--- config.mk ---
export PLATFORM = sky130hd
export DESIGN_NAME = distance_pulse_gen
export DESIGN_NICKNAME = d
export VERILOG_FILES = /design/src/rtl/taxi_pkg.sv /design/src/rtl/sensor_debounce.sv /design/src/rtl/distance_pulse_gen.sv
export SDC_FILE = /design/constraint.sdc
export NUM_CORES = 1
export LEC_CHECK = 0
export ABC_AREA = 1
export ABC_CLOCK_PERIOD_IN_PS = 3100
export CAP_MARGIN = 20
export CORE_MARGIN = 8
export CORE_UTILIZATION = 28
export CTS_CLUSTER_DIAMETER = 120
export DETAILED_ROUTE_END_ITERATION = 8
export HOLD_SLACK_MARGIN = 0.15
export PLACE_DENSITY = 0.42
export SKIP_LAST_GASP = 1
export SYNTH_ARGS = -nofsm -noshare
export SYNTH_HDL_FRONTEND = slang
export SYNTH_SLANG_ARGS = --single-unit
--- constraint.sdc ---
create_clock -name clk -period 3.1 [get_ports clk]
set_input_delay 0.62 -clock clk [delete_from_list [all_inputs] [get_ports clk]]
set_output_delay 0.62 -clock clk [all_outputs]
set_load 0.02 [all_outputs]
--- src/rtl/taxi_pkg.sv ---
// Shared constants, counter widths and state encoding for the taxi distance/fare path.
package taxi_pkg;

    localparam int unsigned MM_PER_PULSE = 10000;
    localparam int unsigned CIRC_W       = 12;
    localparam int unsigned ACC_W        = 14;
    localparam int unsigned IDLE_W       = 26;

    typedef enum logic [1:0] {
        IDLE    = 2'd0,
        STOPPED = 2'd1,
        MOVING  = 2'd2
    } state_t;

endpackage

--- src/rtl/sensor_debounce.sv ---
// Two-flop synchronizer plus consecutive-cycle debounce; rise is a one-cycle 0->1 event.
module sensor_debounce #(
    parameter int unsigned DEBOUNCE_CYCLES = 4
) (
    input  logic clk,
    input  logic rst_n,
    input  logic din,
    output logic level,
    output logic rise
);

    localparam int unsigned CNT_W = (DEBOUNCE_CYCLES > 1) ? $clog2(DEBOUNCE_CYCLES) : 1;
    localparam logic [CNT_W-1:0] CNT_LAST = CNT_W'(DEBOUNCE_CYCLES - 1);

    logic             sync1_q, sync2_q;
    logic             level_q, level_d;
    logic             rise_q, rise_d;
    logic [CNT_W-1:0] cnt_q, cnt_d;

    always_ff @(posedge clk or negedge rst_n) begin
        if (!rst_n) begin
            sync1_q <= 1'b0;
            sync2_q <= 1'b0;
            level_q <= 1'b0;
            rise_q  <= 1'b0;
            cnt_q   <= '0;
        end else begin
            sync1_q <= din;
            sync2_q <= sync1_q;
            level_q <= level_d;
            rise_q  <= rise_d;
            cnt_q   <= cnt_d;
        end
    end

    // Count consecutive cycles of disagreement; any agreement restarts the count.
    always_comb begin
        level_d = level_q;
        rise_d  = 1'b0;
        cnt_d   = '0;
        if (sync2_q != level_q) begin
            if (cnt_q == CNT_LAST) begin
                level_d = sync2_q;
                rise_d  = sync2_q;
            end else begin
                cnt_d = cnt_q + CNT_W'(1);
            end
        end
    end

    assign level = level_q;
    assign rise  = rise_q;

endmodule

--- src/rtl/distance_pulse_gen.sv ---
// Converts wheel revolutions into 10 m pulses and tracks stopped/moving for the fare block.
module distance_pulse_gen
    import taxi_pkg::*;
#(
    parameter int unsigned DEBOUNCE_CYCLES = 4,
    parameter int unsigned STOP_TIMEOUT    = 1000
) (
    input  logic              clk,
    input  logic              rst_n,
    input  logic              en,
    input  logic              wheel_in,
    input  logic [CIRC_W-1:0] circ_mm,
    output logic              ten_meter_pulse,
    output logic              wait_en,
    output logic              moving
);

    localparam logic [IDLE_W-1:0] IDLE_LIMIT = IDLE_W'(STOP_TIMEOUT);
    localparam logic [ACC_W-1:0]  ACC_WRAP   = ACC_W'(MM_PER_PULSE);

    state_t            state_q, state_d;
    logic [ACC_W-1:0]  acc_q, acc_d, sum_c;
    logic [IDLE_W-1:0] idle_q, idle_d;
    logic              pulse_q, pulse_d;
    logic              wait_q, wait_d;
    logic              moving_q, moving_d;
    logic              rev_c;
    logic              level_unused;

    sensor_debounce #(.DEBOUNCE_CYCLES(DEBOUNCE_CYCLES)) u_debounce (
        .clk   (clk),
        .rst_n (rst_n),
        .din   (wheel_in),
        .level (level_unused),
        .rise  (rev_c)
    );

    // Max 9999 + 4095 fits in 14 bits, so at most one wrap per revolution.
    assign sum_c = acc_q + ACC_W'(circ_mm);

    always_ff @(posedge clk or negedge rst_n) begin
        if (!rst_n) begin
            state_q  <= IDLE;
            acc_q    <= '0;
            idle_q   <= '0;
            pulse_q  <= 1'b0;
            wait_q   <= 1'b0;
            moving_q <= 1'b0;
        end else begin
            state_q  <= state_d;
            acc_q    <= acc_d;
            idle_q   <= idle_d;
            pulse_q  <= pulse_d;
            wait_q   <= wait_d;
            moving_q <= moving_d;
        end
    end

    always_comb begin
        state_d = state_q;
        acc_d   = acc_q;
        idle_d  = idle_q;
        pulse_d = 1'b0;
        if (!en) begin
            state_d = IDLE;
            acc_d   = '0;
            idle_d  = '0;
        end else begin
            case (state_q)
                IDLE: begin
                    state_d = STOPPED;
                    acc_d   = '0;
                    idle_d  = '0;
                end
                STOPPED, MOVING: begin
                    // A revolution wins over a simultaneous timeout.
                    if (rev_c) begin
                        state_d = MOVING;
                        idle_d  = '0;
                        if (sum_c >= ACC_WRAP) begin
                            acc_d   = sum_c - ACC_WRAP;
                            pulse_d = 1'b1;
                        end else begin
                            acc_d = sum_c;
                        end
                    end else begin
                        if (idle_q != IDLE_LIMIT) begin
                            idle_d = idle_q + IDLE_W'(1);
                        end
                        if (state_q == MOVING && idle_q == IDLE_LIMIT) begin
                            state_d = STOPPED;
                        end
                    end
                end
                default: begin
                    state_d = IDLE;
                    acc_d   = '0;
                    idle_d  = '0;
                end
            endcase
        end
        wait_d   = (state_d == STOPPED);
        moving_d = (state_d == MOVING);
    end

    assign ten_meter_pulse = pulse_q;
    assign wait_en         = wait_q;
    assign moving          = moving_q;

endmodule

=== After elaboration in Yosys (flattened, before gate mapping) ===
Index checks and enable logic that the tools add are counted.

* Bits of input ports: 16
* Logic and storage cells: 50
* Register bits: 51
* Output and inout bits: 3

* Equality and inequality tests: 10
* Reduce and logical (&&, ||, !) cells: 4
* $lt $le $gt $ge: 1
* Add/subtract/negate cells: 4
* Mux-type cells: 20

{| class="wikitable"
|+ Operators with widths
! operator !! number
|-
| two-way mux 26 bit || 4
|-
| two-way mux 14 bit || 4
|-
| adder 26 x 1 -> 26 bit, second input constant || 1
|-
| == test 26 x 10 -> 1 bit, second input constant || 1
|-
| != test 26 x 10 -> 1 bit, second input constant || 1
|-
| adder 14 x 12 -> 14 bit || 1
|-
| greater-or-equal comparator 14 bit, second input constant || 1
|-
| subtractor 14 bit, second input constant || 1
|-
| two-way mux 2 bit || 5
|-
| == test 2 bit, second input constant || 3
|-
| two-way mux 1 bit || 6
|-
| == test 2 x 1 -> 1 bit, second input constant || 2
|-
| != test 4 x 3 -> 1 bit, second input constant || 1
|-
| case mux 2 bit (2 select lines) || 1
|-
| != test 3 x 2 -> 1 bit, second input constant || 1
|-
| adder 2 x 1 -> 2 bit, second input constant || 1
|-
| zero test 2 bit || 1
|-
| AND reduction 2 bit || 1
|-
| OR reduction 2 bit || 1
|-
| logical AND 1 bit || 1
|-
| != test 1 bit || 1
|}

=== Depth between registers and ports, before layout ===
* Depth in word-level cells: 7
* Gate-level depth with buffers: 19
* Mapped depth without buffers: 18

=== By module ===
Synthesis repeated with hierarchy kept, for this count alone.

* Cells, all modules: 510
* Area, all modules: 3538.4 µm²

{| class="wikitable"
|+ Modules (own cells, without submodules)
! module !! cells an instance !! seq. area each (µm²) !! instances !! area an instance (µm²)
|-
| distance_pulse_gen || 491 || 1126.1 || 1 || 3326.9
|-
| sensor_debounce || 19 || 150.1 || 1 || 211.5
|}

=== Least setup slack after synthesis ===
No wires, ideal clock.

* Kind: input to register
* From: in circ_mm[0]
* To: reg acc_q[7]
* Path slack: 0.140 ns
* Data required time: 2.981 ns
* Path buffers: 1
* Arrival time: 2.841 ns
* Cell stages on the path: 18
* Path through: ha_1 > inv_1 > fa_1 > inv_1 > nand3_1 > nand3_1 > xnor2_1 > inv_1 > ha_1 > nand4_1 > or2_2 > a21oi_2 > nand2_4 > nand2_8 > buf_12 > nand3_2 > nand3_1 > nand2_1

* Cells in the longest elaborated chain, start to end: 6
* Elaborated cells between the ends (all ways): 7
* Those cells by class: 2 x add/sub; 1 x order compare; 4 x mux

{| class="wikitable"
|+ RTL lines
! what !! RTL line !! source
|-
| from (decl) || distance_pulse_gen.sv:12 || <nowiki>input logic [CIRC_W-1:0] circ_mm,</nowiki>
|-
| adder 14 x 12 -> 14 bit (*) || distance_pulse_gen.sv:39 || <nowiki>assign sum_c = acc_q + ACC_W'(circ_mm);</nowiki>
|-
| subtractor 14 bit or greater-or-equal comparator 14 bit (tied branches) || distance_pulse_gen.sv:81, distance_pulse_gen.sv:80 ||
|-
| two-way mux 14 bit (*) || distance_pulse_gen.sv:80 || <nowiki>if (sum_c >= ACC_WRAP) begin</nowiki>
|-
| two-way mux 14 bit (*) || distance_pulse_gen.sv:77 || <nowiki>if (rev_c) begin</nowiki>
|-
| two-way mux 14 bit (*) || distance_pulse_gen.sv:69 || <nowiki>case (state_q)</nowiki>
|-
| two-way mux 14 bit (*) || distance_pulse_gen.sv:64 || <nowiki>if (!en) begin</nowiki>
|-
| to (signal assigned) || distance_pulse_gen.sv:44 || <nowiki>acc_q <= '0;</nowiki>
|-
| to (signal assigned) || distance_pulse_gen.sv:51 || <nowiki>acc_q <= acc_d;</nowiki>
|-
| to (decl) || distance_pulse_gen.sv:22 || <nowiki>logic [ACC_W-1:0] acc_q, acc_d, sum_c;</nowiki>
|}

Every way passes the cells marked *; elsewhere a longest branch is shown, timed or not. The select of a mux whose other input is x is not followed.
A chain may end at the register's enable or synchronous reset.

=== Final worst setup path ===
* From: in circ_mm[1]
* To: reg acc_q[7]

The elaborated chain is that of the path after synthesis.

==> reports/results.ini <==
[setup_path]
rrSetupSlack_ps=490
worst_setup_path_start_kind=input pin
crit_path_end_kind=register
r2r_cells=17
cp.arrival_ps=3130
path_max_fanout=6
r2r_end=acc_q[7]$_DFFE_PN0P_
critPathRequiredTime_ps=3300
cp-startpoint=circ_mm[1]
regToRegStartpoint=acc_q[0]$_DFFE_PN0P_
critical_path_class=input pin to register
endpoint=acc_q[7]$_DFFE_PN0P_

[synth]
syn_area_per_cell_um2=7.00
yosys.area.top_type=dfrtp_1
synth.top_cell.area_share_pct=36.0
ys_seq_elements=51
synth_area_leaders=dfrtp_1 36%, nand2_1 15%, inv_1 8.8%, ha_1 7.1%, nand3_1 5.8%
synth_cells=507
synth_seq_area_share_pct=36.0
yosysUniqueCellTypes=35
yosysWarnings=0
synth_nets=544
netlist_area_mm2=0.00355

[drt]
drt-initial-drc-count=170
viasPerCell=4.44
wl_mm=9.42
vias=3289
drt_first_pass_iters=4
post_drt_wl_per_cell_um=12.7
ant_nets=0
drcViolationCount=0

[timing]
finalClockSkew_ps=3.92
drv_slew=0
finalHoldViolCount=0
setup_violations=0
period_share_pct=94.6
max_freq_mhz=341
setup_tns_ps=0
relSlewSlack_pct=46.0
worstMarginPinSlew_ps=810
fin_crit_ps=2930

[clock_network]
cts_made_buffers=5
cts.sinks=51
cts_tree=built
root_buffer=clkbuf_16
insertion_delay_ps=300
h-tree-depth=2
clock_path_buffers=2
clk_pin_slew_worst_paths_ps=70

[final_layout]
final_common_cell=nand2_1
finalNetCount=603
fin_util_pct=35.5
final_cell_mix=141 x nand2_1, 80 x inv_1, 51 x dfrtp_1, 36 x nand3_1, 36 x buf_4
syn_to_final_growth_pct=25.4
drive_above_1_share_pct=16.8

[grt]
met2_usage_pct=20.4
overflow=0
grt_antenna_before_repair=1
grt_max_degree=34
grt_first_pass_wirelength_mm=15.8
grtUsageMet1_pct=15.1
grt_pass1_vias=3255
busiest_layer=met2
grt_usage_pct=12.2
grtUsageMet3_pct=2.85

[die]
fp.coreArea_mm2=0.0125
start_util_pct=28.3
die_area_mm2=0.0165
die_x_um=129
pin_count=19
rows=41
die_y_um=129

[placement]
gp_congestion=0.780
numPortBuffers=18
hpwl_mm=7.31

[flow_run]
cap_violations=0

[run_status]
status=complete, no violations

[worst_hold_path]
min_path_type=register to register
whs_path_depth=0

[power]
p_leak_nw=2.20
p_per_area_mw_per_mm2=348
vdd_drop_max_mv=0.217

==> timing repair <==
item,in CTS,in global routing
cloned,2,0
hold buffers,0,0
pin swaps,3,13
gates resized for setup,3,18
setup buffers,0,2
endpoints found under the setup margin,8,11
==> state kept, by name, summed over array words and instances, names as in the netlist <==
signal and count:
state_q 2, acc_q 14, u_debounce.level 1, u_debounce.rise 1
u_debounce.sync2_q 1, u_debounce.cnt_q 2, u_debounce.sync1_q 1, wait_en 1
moving 1, ten_meter_pulse 1, idle_q 26
==> worst max-delay path, stage by stage <==
cell and delay (ps):
clkdlybuf4s50_1 500, inv_2 60, fa_2 400, inv_2 70, nand3_2 60, nand3_2 100
xnor2_2 80, inv_1 80, ha_2 170, nand4_1 90, or2_4 260, a21oi_4 160
nand2_4 140, nand2_8 130, nand3_2 70, nand3_2 80, nand2_1 60
==> power by group <==
group | switching, mW | internal [mW]
combinational | 0.149 | 0.105
sequential | 0.0154 | 0.691
clock | 0.280 | 0.307
==> through the flow <==
stage,setup WS (ps),hold slack [ps],total power [mW],cells,instance area [µm²]
final,167,357,1.55,740,4450
after global routing,-5.65,363,1.64,740,4450
after CTS,42.8,363,1.57,737,4360
after detailed placement,-359,346,0.972,727,4170
after global placement,-256,334,0.967,727,4170
after floorplan,140,324,0.859,507,3550
==> routing by layer <==
| metal | routed length (µm) | part of all wire [%] |
|---|---|---|
| met1 | 4480 | 47 |
| met2 | 4420 | 47 |
| met3 | 363 | 3.9 |
| met4 | 162 | 1.7 |
| met5 | 0 | 0 |
==> cell type report <==
type	count	area, µm²
Fill cell	1405	8070
Multi-Input combinational cell	368	2030
Sequential cell	51	1280
Timing Repair Buffer	54	448
Inverter	86	323
Tap cell	172	215
Clock buffer	5	125
Clock inverter	3	27.5
Antenna cell	1	2.50
==> cell usage after synthesis <==
cell / instances
o21ai_1: 2
o21a_1: 1
ha_1: 20
dfrtp_1: 51
a21oi_1: 35
clkbuf_1: 3
nand3_2: 7
nand2_2: 12
buf_12: 1
o21ai_0: 22
nand2_8: 1
a22o_1: 1
nand4_1: 8
xnor2_1: 2
nor2_4: 2
clkinv_1: 2
or2_2: 1
nand3_1: 41
or2_1: 1
nor4_1: 3
inv_2: 1
a21oi_2: 1
a31oi_1: 1
o22ai_1: 1
a211oi_1: 1
nor2_1: 36
and2_1: 3
nand2_1: 143
inv_1: 83
fa_1: 1
nand2_4: 2
xor2_1: 1
nor3_1: 13
nor3_2: 1
nor2_2: 3
==> worst min path at each step <==
| stage | from | endpoint |
|---|---|---|
| 5_1_grt | u_debounce.sync1_q$_DFF_PN0_ | u_debounce.sync2_q$_DFF_PN0_ |
| 2_1_floorplan | rst_n | acc_q[0]$_DFFE_PN0P_ |
| 4_1_cts | u_debounce.sync1_q$_DFF_PN0_ | u_debounce.sync2_q$_DFF_PN0_ |
| 6_report | u_debounce.sync1_q$_DFF_PN0_ | u_debounce.sync2_q$_DFF_PN0_ |
| 3_3_place_gp | u_debounce.sync1_q$_DFF_PN0_ | u_debounce.sync2_q$_DFF_PN0_ |
| 3_5_place_dp | u_debounce.sync1_q$_DFF_PN0_ | u_debounce.sync2_q$_DFF_PN0_ |
==> kinds of logic (layout without fill, tap and decap cells) <==
family | count (synthesis) | in the layout | synth area share (%)
and+or+nand+nor | 277 | 279 | 36.1
buffers and inverters | 90 | 148 | 9.98
AOI/OAI and AO/OA | 65 | 65 | 9.59
DFF | 51 | 51 | 36.0
adders and majority gates | 21 | 21 | 7.62
xor gates and xnor gates | 3 | 3 | 0.741
other | 0 | 1 | 0
No activity file was read; power rests on OpenSTA's default activity.
